==> config.mk <==
export PLATFORM = sky130hd
export DESIGN_NAME = tron_cycle_engine
export DESIGN_NICKNAME = d
export VERILOG_FILES = /design/src/rtl/tron_cycle_engine.sv
export SDC_FILE = /design/constraint.sdc
export NUM_CORES = 1
export LEC_CHECK = 0
export CORE_ASPECT_RATIO = 1.25
export CORE_MARGIN = 10
export CORE_UTILIZATION = 40
export DETAILED_ROUTE_END_ITERATION = 6
export PLACE_DENSITY = 0.64
export SLEW_MARGIN = 20
export SYNTH_ARGS = -nofsm -noshare
export SYNTH_HDL_FRONTEND = slang
export SYNTH_SLANG_ARGS = --single-unit
==> constraint.sdc <==
create_clock -name clk -period 6.9 [get_ports clk]
set_clock_uncertainty 0.2 [all_clocks]
set_input_delay 1.38 -clock clk [delete_from_list [all_inputs] [get_ports clk]]
set_output_delay 1.38 -clock clk [all_outputs]
set_load 0.01 [all_outputs]
==> src/rtl/tron_cycle_engine.sv <==
// tron_cycle_engine: multi-player light-cycle game engine with per-player
// trail ring buffers, a serial collision scan and a single-cycle cell query.
// Optional feature macro: TRON_WRAP_EN (playfield edges wrap instead of kill).
module tron_cycle_engine #(
    parameter int NUM_PLAYERS = 2,
    parameter int GRID_W      = 40,
    parameter int GRID_H      = 30,
    parameter int TRAIL_DEPTH = 16,
    parameter int COORD_W     = 6,
    localparam int PW         = $clog2(NUM_PLAYERS)
) (
    input  logic                           clk,
    input  logic                           reset,
    input  logic                           start,
    input  logic                           tick,
    input  logic [2*NUM_PLAYERS-1:0]       dir_req,
    input  logic [NUM_PLAYERS-1:0]         dir_valid,
    input  logic                           query_valid,
    input  logic [COORD_W-1:0]             query_x,
    input  logic [COORD_W-1:0]             query_y,
    output logic [COORD_W*NUM_PLAYERS-1:0] head_x,
    output logic [COORD_W*NUM_PLAYERS-1:0] head_y,
    output logic [NUM_PLAYERS-1:0]         alive,
    output logic                           game_over,
    output logic                           draw,
    output logic [PW-1:0]                  winner,
    output logic                           step_done,
    output logic                           overrun,
    output logic                           hit_valid,
    output logic                           hit,
    output logic                           hit_head,
    output logic [PW-1:0]                  hit_player
);

    typedef enum logic [2:0] {S_IDLE, S_RUN, S_MOVE, S_CHECK, S_COMMIT, S_DONE} state_t;

    localparam int IW = $clog2(TRAIL_DEPTH);
    localparam int FW = $clog2(TRAIL_DEPTH + 1);

    function automatic logic [COORD_W-1:0] start_x(input int unsigned p);
        return COORD_W'((p + 1) * GRID_W / (NUM_PLAYERS + 1));
    endfunction

    function automatic logic [1:0] start_dir(input int unsigned p);
        return p[0] ? 2'b11 : 2'b01;
    endfunction

    state_t               state, state_nxt;
    logic [COORD_W-1:0]   hx [NUM_PLAYERS];
    logic [COORD_W-1:0]   hy [NUM_PLAYERS];
    logic [COORD_W-1:0]   nx [NUM_PLAYERS];
    logic [COORD_W-1:0]   ny [NUM_PLAYERS];
    logic [1:0]           dir [NUM_PLAYERS];
    logic [1:0]           pend [NUM_PLAYERS];
    logic [COORD_W-1:0]   tx [NUM_PLAYERS][TRAIL_DEPTH];
    logic [COORD_W-1:0]   ty [NUM_PLAYERS][TRAIL_DEPTH];
    logic [IW-1:0]        wptr [NUM_PLAYERS];
    logic [FW-1:0]        fill [NUM_PLAYERS];
    logic [IW-1:0]        scan;
    logic [NUM_PLAYERS-1:0] kill;

    logic [1:0]           eff_dir [NUM_PLAYERS];
    logic [COORD_W-1:0]   cx [NUM_PLAYERS];
    logic [COORD_W-1:0]   cy [NUM_PLAYERS];
    logic [NUM_PLAYERS-1:0] wall_kill, meet_kill, scan_kill, survivors;
    logic [NUM_PLAYERS-1:0] q_head, q_trail, q_match;
    logic [PW-1:0]        q_player, surv_idx;
    logic [PW:0]          surv_cnt;
    logic                 start_ok;

    assign start_ok  = start && (state == S_IDLE || state == S_DONE);
    assign step_done = (state == S_COMMIT);

    // Next head per player; reversals are ignored, edges wrap or kill
    always_comb begin
        logic off;
        wall_kill = '0;
        meet_kill = '0;
        for (int unsigned p = 0; p < NUM_PLAYERS; p++) begin
            eff_dir[p] = ((pend[p] ^ dir[p]) == 2'b10) ? dir[p] : pend[p];
            cx[p] = hx[p];
            cy[p] = hy[p];
            case (eff_dir[p])
                2'b00: begin
                    off   = (hy[p] == '0);
                    cy[p] = off ? COORD_W'(GRID_H - 1) : hy[p] - 1'b1;
                end
                2'b01: begin
                    off   = (hx[p] == COORD_W'(GRID_W - 1));
                    cx[p] = off ? '0 : hx[p] + 1'b1;
                end
                2'b10: begin
                    off   = (hy[p] == COORD_W'(GRID_H - 1));
                    cy[p] = off ? '0 : hy[p] + 1'b1;
                end
                default: begin
                    off   = (hx[p] == '0);
                    cx[p] = off ? COORD_W'(GRID_W - 1) : hx[p] - 1'b1;
                end
            endcase
`ifdef TRON_WRAP_EN
            wall_kill[p] = 1'b0;
`else
            // A wall-killed head stays put so it cannot fake a meet elsewhere
            wall_kill[p] = off;
            if (off) begin
                cx[p] = hx[p];
                cy[p] = hy[p];
            end
`endif
        end
        for (int unsigned p = 0; p < NUM_PLAYERS; p++) begin
            for (int unsigned q = 0; q < NUM_PLAYERS; q++) begin
                if (p != q && alive[p] && alive[q] &&
                    (((cx[p] == cx[q]) && (cy[p] == cy[q])) ||
                     ((cx[p] == hx[q]) && (cy[p] == hy[q])))) begin
                    meet_kill[p] = 1'b1;
                    meet_kill[q] = 1'b1;
                end
            end
        end
    end

    // Compare every alive next head against trail entry 'scan' of all players
    always_comb begin
        scan_kill = '0;
        for (int unsigned p = 0; p < NUM_PLAYERS; p++) begin
            for (int unsigned q = 0; q < NUM_PLAYERS; q++) begin
                if (alive[p] && ((fill[q] == FW'(TRAIL_DEPTH)) || (FW'(scan) < fill[q])) &&
                    tx[q][scan] == nx[p] && ty[q][scan] == ny[p])
                    scan_kill[p] = 1'b1;
            end
        end
    end

    // Survivor count and lowest surviving index for the commit decision
    always_comb begin
        survivors = alive & ~kill;
        surv_cnt  = '0;
        surv_idx  = '0;
        for (int unsigned p = 0; p < NUM_PLAYERS; p++) begin
            if (survivors[p])
                surv_cnt = surv_cnt + 1'b1;
            if (survivors[NUM_PLAYERS - 1 - p])
                surv_idx = PW'(NUM_PLAYERS - 1 - p);
        end
    end

    // Parallel cell lookup against all heads and filled trail entries
    always_comb begin
        q_head   = '0;
        q_trail  = '0;
        q_player = '0;
        for (int unsigned p = 0; p < NUM_PLAYERS; p++) begin
            q_head[p] = (hx[p] == query_x) && (hy[p] == query_y);
            for (int unsigned i = 0; i < TRAIL_DEPTH; i++) begin
                if (((fill[p] == FW'(TRAIL_DEPTH)) || (FW'(i) < fill[p])) &&
                    tx[p][i] == query_x && ty[p][i] == query_y)
                    q_trail[p] = 1'b1;
            end
        end
        q_match = q_head | q_trail;
        for (int unsigned p = 0; p < NUM_PLAYERS; p++) begin
            if (q_match[NUM_PLAYERS - 1 - p])
                q_player = PW'(NUM_PLAYERS - 1 - p);
        end
    end

    // Flatten head registers onto the output buses
    always_comb begin
        for (int unsigned p = 0; p < NUM_PLAYERS; p++) begin
            head_x[p*COORD_W +: COORD_W] = hx[p];
            head_y[p*COORD_W +: COORD_W] = hy[p];
        end
    end

    // State register
    always_ff @(posedge clk) begin
        if (reset) state <= S_IDLE;
        else       state <= state_nxt;
    end

    // Step sequencing: RUN -> MOVE -> CHECK (one trail index per cycle) -> COMMIT
    always_comb begin
        state_nxt = state;
        case (state)
            S_IDLE, S_DONE: if (start) state_nxt = S_RUN;
            S_RUN:          if (tick) state_nxt = S_MOVE;
            S_MOVE:         state_nxt = S_CHECK;
            S_CHECK:        if (scan == IW'(TRAIL_DEPTH - 1)) state_nxt = S_COMMIT;
            S_COMMIT:       state_nxt = (surv_cnt <= 1) ? S_DONE : S_RUN;
            default:        state_nxt = S_IDLE;
        endcase
    end

    // Direction requests are held until a MOVE consumes them
    always_ff @(posedge clk) begin
        for (int unsigned p = 0; p < NUM_PLAYERS; p++) begin
            if (reset)             pend[p] <= start_dir(p);
            else if (dir_valid[p]) pend[p] <= dir_req[2*p +: 2];
            else if (start_ok)     pend[p] <= start_dir(p);
        end
    end

    // Survivors push their pre-move head; fill bookkeeping marks validity
    always_ff @(posedge clk) begin
        if (state == S_COMMIT) begin
            for (int unsigned p = 0; p < NUM_PLAYERS; p++) begin
                if (survivors[p]) begin
                    tx[p][wptr[p]] <= hx[p];
                    ty[p][wptr[p]] <= hy[p];
                end
            end
        end
    end

    // Game state: heads, directions, kill accumulation, result flags
    always_ff @(posedge clk) begin
        if (reset || start_ok) begin
            for (int unsigned p = 0; p < NUM_PLAYERS; p++) begin
                hx[p]   <= start_x(p);
                hy[p]   <= COORD_W'(GRID_H / 2);
                nx[p]   <= start_x(p);
                ny[p]   <= COORD_W'(GRID_H / 2);
                dir[p]  <= start_dir(p);
                wptr[p] <= '0;
                fill[p] <= '0;
            end
            alive     <= '1;
            kill      <= '0;
            scan      <= '0;
            game_over <= 1'b0;
            draw      <= 1'b0;
            winner    <= '0;
            overrun   <= 1'b0;
        end else begin
            if (tick && state != S_RUN)
                overrun <= 1'b1;
            case (state)
                S_MOVE: begin
                    for (int unsigned p = 0; p < NUM_PLAYERS; p++) begin
                        if (alive[p]) begin
                            nx[p]  <= cx[p];
                            ny[p]  <= cy[p];
                            dir[p] <= eff_dir[p];
                        end
                    end
                    kill <= (wall_kill | meet_kill) & alive;
                    scan <= '0;
                end
                S_CHECK: begin
                    kill <= kill | scan_kill;
                    scan <= scan + 1'b1;
                end
                S_COMMIT: begin
                    for (int unsigned p = 0; p < NUM_PLAYERS; p++) begin
                        if (survivors[p]) begin
                            hx[p]   <= nx[p];
                            hy[p]   <= ny[p];
                            wptr[p] <= wptr[p] + 1'b1;
                            if (fill[p] != FW'(TRAIL_DEPTH))
                                fill[p] <= fill[p] + 1'b1;
                        end
                    end
                    alive <= survivors;
                    if (surv_cnt <= 1) begin
                        game_over <= 1'b1;
                        draw      <= (surv_cnt == 0);
                        winner    <= surv_idx;
                    end
                end
                default: ;
            endcase
        end
    end

    // Query response, registered one cycle after the request
    always_ff @(posedge clk) begin
        if (reset) begin
            hit_valid  <= 1'b0;
            hit        <= 1'b0;
            hit_head   <= 1'b0;
            hit_player <= '0;
        end else begin
            hit_valid  <= query_valid;
            hit        <= query_valid && (|q_match);
            hit_head   <= query_valid && (|q_head);
            hit_player <= query_valid ? q_player : '0;
        end
    end

endmodule

[After elaboration in Yosys (flattened, before gate mapping)]
Memories as Yosys holds them, arrays and structs flattened.
Cells that the tools add are included.
Storage, ports and cells
  RAM bits: 458
  memories kept: 10
  input bits: 23
  register bits: 19
  word-level logic and storage cells: 508
  output and inout bits: 35
Cells by class
  add/sub/neg operators: 14
  order comparisons: 40
  reductions and logical operators: 146
  mux-type cells: 148
  equality and inequality tests: 108
  bitwise gates (word level): 30
Memories
  tx: words 2, bits a word 96, read ports 2, clocked after memory_dff 0, write ports 2, line 55  | logic [COORD_W-1:0] tx [NUM_PLAYERS][TRAIL_DEPTH];
  ty: words 2, bits a word 96, read ports 2, clocked after memory_dff 0, write ports 2, line 56  | logic [COORD_W-1:0] ty [NUM_PLAYERS][TRAIL_DEPTH];
  hx: words 2, bits a word 6, read ports 2, clocked after memory_dff 0, write ports 2, line 49  | logic [COORD_W-1:0] hx [NUM_PLAYERS];
  hy: words 2, bits a word 6, read ports 2, clocked after memory_dff 0, write ports 2, line 50  | logic [COORD_W-1:0] hy [NUM_PLAYERS];
  nx: words 2, bits a word 6, read ports 2, clocked after memory_dff 0, write ports 2, line 51  | logic [COORD_W-1:0] nx [NUM_PLAYERS];
  ny: words 2, bits a word 6, read ports 2, clocked after memory_dff 0, write ports 2, line 52  | logic [COORD_W-1:0] ny [NUM_PLAYERS];
  +4 memories
Operators with widths (count)
  $eq A6 B6 Y1: 84
  $mux W96: 2
  $mux W6: 30
  $bmux W6 S4: 4
  $logic_and A1 B1 Y1: 91
  $mux W1: 82
  $lt A4 B5 Y1 const A: 16
  $demux W6 S4: 2
  $pmux W6 S2: 4
  $lt A3 B5 Y1 const A: 8
  $logic_or A1 B1 Y1: 38
  $add A6 B1 Y6 const B: 4
  $logic_not A6 Y1: 4
  $sub A6 B1 Y6 const B: 4
  $mux W2: 11
  $lt A1 B5 Y1 const A: 4
  $lt A2 B5 Y1 const A: 4
  $or A1 B1 Y1: 18
  $ge A5 B5 Y1 const B: 3
  $not A4 Y5: 3
  $pmux W3 S5: 1
  $add A4 B1 Y4 const B: 3
  $eq A6 B5 Y1 const B: 2
  $eq A6 B6 Y1 const B: 2
  33 further kinds: 62

[Logic depth before layout (Yosys ltp)]
Gate-level depths: netlist (run 1).
An unclocked memory read counts as a cell.
  depth after elaboration: 24
  gate-level depth with buffers: 14
  mapped depth without buffers: 12

[Worst setup path before layout (run 1)]
OpenSTA, ideal clock, no wires.
  kind: input port to flip-flop
  from: input port query_x[5]
  to: register hit_player
  arrival: 3.594 ns
  library setup time: 0.120 ns
  cell stages on the path: 9
  data required time: 6.580 ns
  path slack: 2.986 ns
  buffers on the path: 3
  path through: clkbuf_1 clkbuf_1 buf_1 xor2_1 nor4_1 nand2_1 o41ai_1 nor3_1 nor2b_1
On the way
  word-level cells in the longest chain between the ends: 21
  elaborated cells between the ends (all ways): 135
  those cells by class: eq/ne: 34; mux: 33; bitwise: 1; reduce/logical: 67
Ends and longest elaborated chain
  from (decl): line 19  | input logic [COORD_W-1:0] query_x,
  $eq A6 B6 Y1: line 158  | tx[p][i] == query_x && ty[p][i] == query_y)
  $logic_and A1 B1 Y1: line 157  | if (((fill[p] == FW'(TRAIL_DEPTH)) || (FW'(i) < fill[p])) &&
  $logic_and A1 B1 Y1: line 158
  $mux W1 (16 in a row): line 157
  $or A2 B2 Y2 *: line 162  | q_match = q_head | q_trail;
  $reduce_or A3 Y1 (no source line) or $mux W1 (tied branches)
  to (signal assigned): line 288  | hit_player <= query_valid ? q_player : '0;
  to (decl): line 32  | output logic [PW-1:0] hit_player
Mark *: on every way between the ends. The rest lies on a longest branch, timed or not.
A chain may end at the register's enable or synchronous reset.

==> results.json, run 1 <==
{
  "crit_required_ps": 7250,
  "hold_buffers": 0,
  "synthTopCellsByArea": "edfxtp_1, xnor2_1, xor2_1, mux4_2, mux2i_1",
  "highest_layer": "met5",
  "synthCells": 2188,
  "final_net_count": 2258,
  "die_area_um2": 78800,
  "fillers": 5980,
  "tritoncts": "yes",
  "end_kind": "register",
  "diodes": 0,
  "clkTransAtPathRegs_ps": 60,
  "cts_root_buf": "clkbuf_16",
  "ant_nets": 0,
  "slowest_stage": "nor4bb_1",
  "die_w_um": 253,
  "drive_above_1_share_pct": 11.4,
  "yosysMostFrequentCell": "edfxtp_1",
  "cts.repair.resized": 0,
  "synth-warning-count": 0,
  "synth_area_per_cell_um2": 12.4,
  "cts_max_level": 2,
  "min_period_ps": 4280,
  "synthFlopType": "edfxtp_1",
  "drtIter0Drc": 2027,
  "synth_edf_count": 458,
  "fin_util_pct": 45.1,
  "grt_overflow": 0,
  "hold_viol": 0,
  "drt-wirelength-per-cell_um": 30.7,
  "antenna_found_initial": 1,
  "vias": 19200,
  "finalCritPeriodShare_pct": 62.0,
  "powerDensity_nw_per_um2": 277,
  "firstDrtPassIters": 5,
  "dp_hpwl_um": 69100,
  "path_class": "reg2reg",
  "ys_ff_latch": 477,
  "yosysUniqueCellTypes": 81,
  "pin_count": 58,
  "grt_pass1_vias": 19300,
  "synth_nets": 2240,
  "cts_made_buffers": 51,
  "yosysTopAreaCell": "edfxtp_1",
  "drcViolationCount": 0,
  "max-slew-margin-rel_pct": 22.6,
  "grt_max_degree": 54,
  "fmax_mhz": 234,
  "row_count": 106,
  "viasPerCell": 6.18,
  "cts_num_sinks": 477,
  "synthToLayoutAreaGrowth_pct": 11.6,
  "coreArea_um2": 67100,
  "grt_use_total_pct": 23.8,
  "min_path_type": "reg2reg",
  "routabilityCongestion": 0.999,
  "synth_common_cells": "edfxtp_1, xnor2_1, xor2_1",
  "grt_pass1_wl_um": 137000,
  "crit_buf_inv": 1,
  "worstPathCellList": "buf_4 -> ha_1 -> nor4bb_1 -> nand3_1 -> a311oi_1 -> nor2_1 -> mux2i_1 -> xnor2_1 -> a2111oi_1 -> a22oi_1 -> a31oi_1 -> o21a_1",
  "p_leak_nw": 9.39,
  "cp_max_fo": 24,
  "total_power_mw": 8.41,
  "rsz0062_at_grt": "false",
  "ys_seq_area_share_pct": 52.1,
  "postSynth.asyncResetShare_pct": 0,
  "cp.arrival_ps": 4630,
  "worst-slew-pin-transition_ps": 1160,
  "wl_met3_um": 6720,
  "post_cts_buffers": 0,
  "slew_viol_final": 0,
  "cpPeakStageDelay_ps": 540,
  "synth_top_area_share_pct": 50.7,
  "cts.path.max_buffers": 3,
  "fin_setup_tns_ps": 0,
  "drt-total-wl_um": 95600,
  "wl_met2_um": 45500,
  "setup_viol": 0,
  "status": "finished, final reports clean",
  "syn_area_um2": 27200,
  "initial_core_util_pct": 40.5,
  "dp.cells": 3017,
  "die_h_um": 311,
  "setup.worst_path.start_class": "register",
  "numPortBuffers": 57,
  "drv_cap": 0,
  "insertion_delay_ps": 640,
  "fin_cells": 3110,
  "wl_met1_um": 36300,
  "path_delay_family": "compound AO/OA/AOI/OAI gates",
  "peakVddDrop_uv": 190
}
[worst min-delay path, cell delays in order (launching register included)]
cell,delay (ps)
dfxtp_1,370
inv_1,70
a21oi_1,50
[report_power, final]
part | internal, mW | switching [mW] | leakage [nW]
Clock | 1.61 | 1.21 | 0.828
Sequential | 3.46 | 0.307 | 4.21
Combinational | 0.610 | 1.20 | 4.35
[registers in the layout, summed over array words and instances (netlist names)]
| register | cells |
|---|---|
| scan | 4 |
| game_over | 1 |
| hit_head | 1 |
| draw | 1 |
| pend | 4 |
| fill | 10 |
| hit_valid | 1 |
| tx | 192 |
| winner | 1 |
| hx | 12 |
| nx | 12 |
| state | 3 |
| ty | 192 |
| hit | 1 |
| overrun | 1 |
| kill | 2 |
| hit_player | 1 |
| hy | 12 |
| alive | 2 |
| dir | 4 |
| wptr | 8 |
| ny | 12 |
[cell type report]
type                    count  area (µm²)  share of cell area, %
flip-flops and latches    477       14100                   46.7
multi-input cells        1520       12300                   40.5
clock buffers              59        1330                   4.38
well taps                 864        1080                   3.57
repair buffers            115         946                   3.12
clock inverters            34         372                   1.23
inverters                  41         154                  0.508
[cell families (layout without fill, tap and decap cells)]
logic type      after synthesis  in the layout  share of synthesized area (%)
compound gates              249            249                           6.31
xor+xnor                    534            534                           17.2
fa+ha+maj                    29             29                           1.34
buf+inv                     191            249                           2.91
flops                       477            477                           52.1
mux                         164            164                           9.59
simple gates                544            544                           10.6
[stage by stage]
stage / hold WS [ps] / cell area (µm²) / setup WS (ps)
5_1_grt: 333 / 30300 / 2410
3_5_place_dp: 313 / 28600 / 2450
3_3_place_gp: 315 / 28600 / 2440
2_1_floorplan: 269 / 27200 / 2990
6_report: 341 / 30300 / 2620
4_1_cts: 321 / 30300 / 2450
[per-layer routing]
| metal | track usage [%] | vias to the layer above |
|---|---|---|
| met5 | 0 | - |
| met4 | 15.8 | 2 |
| met3 | 3.61 | 303 |
| met2 | 38.5 | 1072 |
| met1 | 29.0 | 9696 |
| li1 | - | 8145 |
[worst paths after layout]
kind,start,to,slack (ps),cells past startpoint
min,overrun,overrun,340,2
max reg2reg,hx[0][1],kill[0],2620,12
max,hx[0][1],kill[0],2620,12
min reg2reg,overrun,overrun,340,2
[layout by cell type (no fill, tap or decap), types with 7 or more instances in the layout]
cell / instances
a2111oi_0: 12
a211oi_1: 14
a21oi_1: 58
a221oi_1: 14
a22oi_1: 12
a311oi_1: 7
a31oi_1: 12
and2_1: 45
and3_1: 9
buf_2: 12
buf_4: 58
clkbuf_1: 7
clkbuf_16: 52
clkdlybuf4s50_1: 45
clkinv_1: 11
clkinv_2: 9
dfxtp_1: 15
edfxtp_1: 458
ha_1: 29
inv_1: 40
mux2_2: 17
mux2i_1: 72
mux4_2: 67
nand2_1: 88
nand2b_1: 33
nand3_1: 39
nand4_1: 74
nor2_1: 110
nor2b_1: 14
nor3_1: 37
nor4_1: 59
o2111ai_1: 11
o21ai_0: 42
o22ai_1: 8
xnor2_1: 295
xor2_1: 239
(Power assumes the default switching activity.)
==> run 2, diff against run 1 <==
Settings changed: PLACE_DENSITY 0.64 to 0.66.
Clock period 6.9 ns to 3.9 ns, I/O delays scaled along.
==> run 2 against run 1 <==
Net effect: sequential share of layout area down 1.3 points; non-clock buffer count increased by 80; register-to-register slack got worse by 2500 ps; first-iteration DRC count is 3.0% lower; via count rose by 0.60%; largest power group unchanged; critical path type unchanged; setup slack worse by 2500 ps; combinational power increased by 87%; maximum frequency grew 14%; sequential power up 76%; critical path depth is 1 lower.
==> results.json, run 2 (same netlist as run 1, synthesis figures left out) <==
{
  "use_met3_pct": 3.86,
  "fin_setup_tns_ps": 0,
  "pin_count": 58,
  "hold_viol": 0,
  "firstDrtPassIters": 7,
  "drcViolationCount": 0,
  "use_met2_pct": 39.6,
  "end_kind": "register",
  "grt_overflow": 0,
  "setup.worst_path.start_class": "register",
  "min_period_ps": 3740,
  "drv_cap": 0,
  "grt_util_met1_pct": 28.6,
  "worstPathCellList": "buf_12 -> mux2i_1 -> xor2_1 -> a22oi_1 -> o221ai_1 -> o2111ai_1 -> or3_1 -> a2111oi_0 -> a41oi_1 -> a21oi_1 -> o21a_1",
  "grt_pass1_vias": 19600,
  "initial_core_util_pct": 40.5,
  "tritoncts": "yes",
  "pre_cts_slack_ps": 139,
  "rsz0062_at_grt": "false",
  "grt_max_degree": 39,
  "path_class": "reg2reg",
  "die_area_um2": 78800,
  "final_net_count": 2337,
  "synthToLayoutAreaGrowth_pct": 14.7,
  "worst_slack_ps": 155,
  "dpl-instance-area_um2": 29300,
  "drt-total-wl_um": 95800,
  "grt_use_total_pct": 23.8,
  "ant_nets": 0,
  "vias": 19300,
  "slowest_stage": "dfxtp_4",
  "antenna_found_initial": 1,
  "grt_pass1_wl_um": 138000,
  "die_h_um": 311,
  "viasPerCell": 6.06,
  "cts_root_buf": "clkbuf_16",
  "max-slew-margin-rel_pct": 34.6,
  "clkTransAtPathRegs_ps": 70,
  "cts_num_sinks": 477,
  "dp_hpwl_um": 70200,
  "cts_made_buffers": 50,
  "final_area_um2": 31100,
  "powerDensity_nw_per_um2": 488,
  "coreArea_um2": 67100,
  "status": "finished, final reports clean",
  "cts_max_level": 2,
  "routabilityCongestion": 0.964,
  "crit_required_ps": 4250,
  "hold_buffers": 0,
  "reg2regPathDepth": 11,
  "drt-wirelength-per-cell_um": 30.0,
  "crit_buf_inv": 1,
  "insertion_delay_ps": 640,
  "drive_above_1_share_pct": 14.8,
  "min_path_type": "reg2reg",
  "cp.arrival_ps": 4090,
  "p_leak_nw": 9.88,
  "setup_viol": 0,
  "die_w_um": 253,
  "cpPeakStageDelay_ps": 660,
  "peakVddDrop_uv": 344,
  "busiest_layer": "met2",
  "worst-slew-pin-transition_ps": 974,
  "mostFrequentLayoutCell": "edfxtp_1",
  "final_cell_mix": "edfxtp_1, xnor2_1, xor2_1, buf_4, nor2_1",
  "path_depth": 11,
  "fmax_mhz": 267,
  "numPortBuffers": 57,
  "slew_viol_final": 0,
  "path_delay_family": "compound AO/OA/AOI/OAI gates",
  "cp_max_fo": 19,
  "min_path_cells": 2,
  "row_count": 106,
  "drtIter0Drc": 1967,
  "finalCritPeriodShare_pct": 96.0,
  "cts.path.max_buffers": 3
}
[run 2: cell count changes in the layout (fill, tap and decap cells not counted), moves of 2 or more]
cell,change
clkbuf_16,-2
clkbuf_1,-6
buf_12,+11
clkinvlp_4,+3
buf_4,+68
clkinv_8,+2
clkinv_1,-4
clkinv_2,+4
bufinv_16,+4
[run 2: final timing paths]
path,slack (ps),endpoint,startpoint
worst max-delay path,160,kill[0],scan[1]
worst min-delay path,280,game_over,game_over
worst max register to register,160,kill[0],scan[1]
worst min register to register,280,game_over,game_over
[run 2: timing repair]
action,4_1_cts,5_1_grt
setup buffers,0,1
setup endpoints to repair,0,2
hold endpoints to repair,0,0
resized for setup,0,1
[run 2: routing by layer]
metal	up-vias	wire length, µm
li1	8329	-
met1	9707	35700
met2	1017	46300
met3	280	7090
met4	0	6680
met5	-	0
[run 2: power by group]
group          leakage [nW]  internal, mW  switching [mW]
Clock                 0.862          3.03            2.16
Combinational          4.81          1.20            2.18
Sequential             4.21          6.13           0.511
[run 2: final cells by class]
type	count	area, µm²
diodes	1	2.50
clock inverters	41	523
repair buffers	195	1700
well taps	864	1080
multi-input cells	1520	12300
flip-flops and latches	477	14100
fillers	5925	36000
inverters	41	154
clock buffers	51	1250
[run 2: worst register-to-register path: stages (launching register included)]
cell and delay [ps]:
dfxtp_4 660, buf_12 250, mux2i_1 400, xor2_1 200
a22oi_1 110, o221ai_1 100, o2111ai_1 140, or3_1 400
a2111oi_0 610, a41oi_1 210, a21oi_1 250, o21a_1 160
[run 2: per-stage QoR]
stage | hold slack, ps | power, mW | std cells | util (%)
after floorplan | 269 | 8.54 | 2188 | -
after global routing | 300 | 15.7 | 3189 | 46.4
after detailed placement | 266 | 10.1 | 3096 | 43.7
after CTS | 284 | 15.2 | 3188 | 46.3
after global placement | 247 | 10.0 | 3096 | 43.7
final | 283 | 15.2 | 3190 | 46.4
==> run 3, diff against run 2 <==
Settings changed: CELL_PAD_IN_SITES_DETAIL_PLACEMENT set to 1, CELL_PAD_IN_SITES_GLOBAL_PLACEMENT set to 1, CORE_ASPECT_RATIO 1.25 to 2, PLACE_DENSITY 0.66 to 0.76.
==> run 3 against run 2 <==
Net effect: setup slack got worse by 89 ps; combinational power grew 12%; total power decreased by 0.83%; sequential share of layout area is 0.23 points higher; non-clock buffer count is 1 higher.
==> results.json, run 3 (same netlist as run 1, synthesis figures left out) <==
{
  "min_period_ps": 3830,
  "drive_above_1_share_pct": 14.4,
  "min_path_type": "reg2reg",
  "grt_max_degree": 43,
  "tritoncts": "yes",
  "cp_max_fo": 27,
  "end_kind": "register",
  "p_leak_nw": 9.76,
  "vias": 20100,
  "die_h_um": 388,
  "ant_nets": 0,
  "final_cell_mix": "edfxtp_1, xnor2_1, xor2_1, buf_4, nor2_1",
  "cts_num_sinks": 477,
  "final_net_count": 2332,
  "grt_pass1_vias": 21500,
  "total_power_mw": 15.1,
  "grt_use_total_pct": 28.0,
  "dp_hpwl_um": 82500,
  "drt-wirelength-per-cell_um": 35.3,
  "fin_util_pct": 45.8,
  "antenna_found_initial": 2,
  "grt_pass1_wl_um": 158000,
  "pin_count": 58,
  "status": "finished, final reports clean",
  "crit_required_ps": 4220,
  "cts_max_level": 2,
  "peakVddDrop_uv": 334,
  "synthToLayoutAreaGrowth_pct": 14.1,
  "fmax_mhz": 261,
  "grt_overflow": 0,
  "insertion_delay_ps": 600,
  "routabilityCongestion": 1.02,
  "cts_root_buf": "clkbuf_16",
  "path_class": "reg2reg",
  "mostFrequentLayoutCell": "edfxtp_1",
  "hold_viol": 0,
  "rsz0062_at_grt": "true",
  "row_count": 135,
  "coreArea_um2": 67600,
  "firstDrtPassIters": 5,
  "viasPerCell": 6.29,
  "finalCritPeriodShare_pct": 98.3,
  "rrSetupSlack_ps": 70,
  "die_w_um": 204,
  "fin_setup_tns_ps": 0,
  "cp.arrival_ps": 4160,
  "max-slew-margin-rel_pct": 30.8,
  "hold_buffers": 0,
  "cts.path.max_buffers": 3,
  "setup.worst_path.start_class": "register",
  "slew_viol_final": 0,
  "clkTransAtPathRegs_ps": 70,
  "fillers": 7023,
  "die_area_um2": 79300,
  "worst-slew-pin-transition_ps": 1030,
  "numPortBuffers": 57,
  "drcViolationCount": 0,
  "initial_core_util_pct": 40.2,
  "drtIter0Drc": 1969,
  "drv_cap": 0,
  "setup_viol": 0,
  "drt-total-wl_um": 113000,
  "whs_ps": 255,
  "powerDensity_nw_per_um2": 487,
  "cts_made_buffers": 44
}
[run 3: cell count changes in the layout (fill, tap and decap cells not counted), sizes merged]
cell / previous run / this run
bufinv: 10 / 6
inv: 42 / 41
clkbuf: 51 / 49
clkinv: 25 / 21
[run 3: per-layer routing]
layer | vias to the layer above | part of all wire (%) | global-route usage (%)
met1 | 10300 | 32 | 27.6
li1 | 8293 | - | -
met2 | 1099 | 52 | 49.7
met5 | - | 0.011 | 0
met4 | 2 | 10 | 23.9
met3 | 463 | 6.1 | 4.86
[run 3: final timing paths]
path             start         to  cells past startpoint
max reg2reg    scan[1]    kill[1]                     12
min          game_over  game_over                      2
min reg2reg  game_over  game_over                      2
max            scan[1]    kill[1]                     12
[run 3: cell type report]
| type | count | area [µm²] | share of cell area [%] |
|---|---|---|---|
| Timing Repair Buffer | 196 | 1770 | 5.70 |
| Clock inverter | 32 | 344 | 1.11 |
| Clock buffer | 48 | 1160 | 3.74 |
| Multi-Input combinational cell | 1520 | 12300 | 39.7 |
| Antenna cell | 1 | 2.50 | 0.00808 |
| Tap cell | 890 | 1110 | 3.59 |
| Inverter | 41 | 154 | 0.497 |
| Sequential cell | 477 | 14100 | 45.7 |
[run 3: power by group]
group	leakage (nW)	internal, mW	switching (mW)	total [mW]
registers	4.21	6.12	0.530	6.65
clock network	0.722	2.56	2.09	4.65
logic	4.83	1.23	2.54	3.78
total	9.76	9.92	5.16	15.1
[run 3: timing repair]
item / CTS / global route
endpoints found under the hold margin: 0 / 0
endpoints found under the setup margin: 0 / 2
buffers inserted: 0 / 0
resized for setup: 0 / 2
[run 3: worst max-delay path: stages, from the launching register on]
cell and delay, ps:
dfxtp_4 560, buf_12 260, buf_12 240, mux2_2 380, o22ai_1 400, a221oi_1 180, a21oi_1 230, xor2_1 190
nand2_1 80, nor4_1 340, nand4_1 310, o2111ai_1 210, o21a_1 140
[run 3: stage by stage]
stage | setup WS, ps | instances | cell area [µm²]
5_1_grt | -27.1 | 3204 | 31000
6_report | 66.8 | 3205 | 31000
3_3_place_gp | 222 | 3123 | 29400
3_5_place_dp | 206 | 3123 | 29400
2_1_floorplan | 452 | 2188 | 27200
4_1_cts | 167 | 3203 | 30900
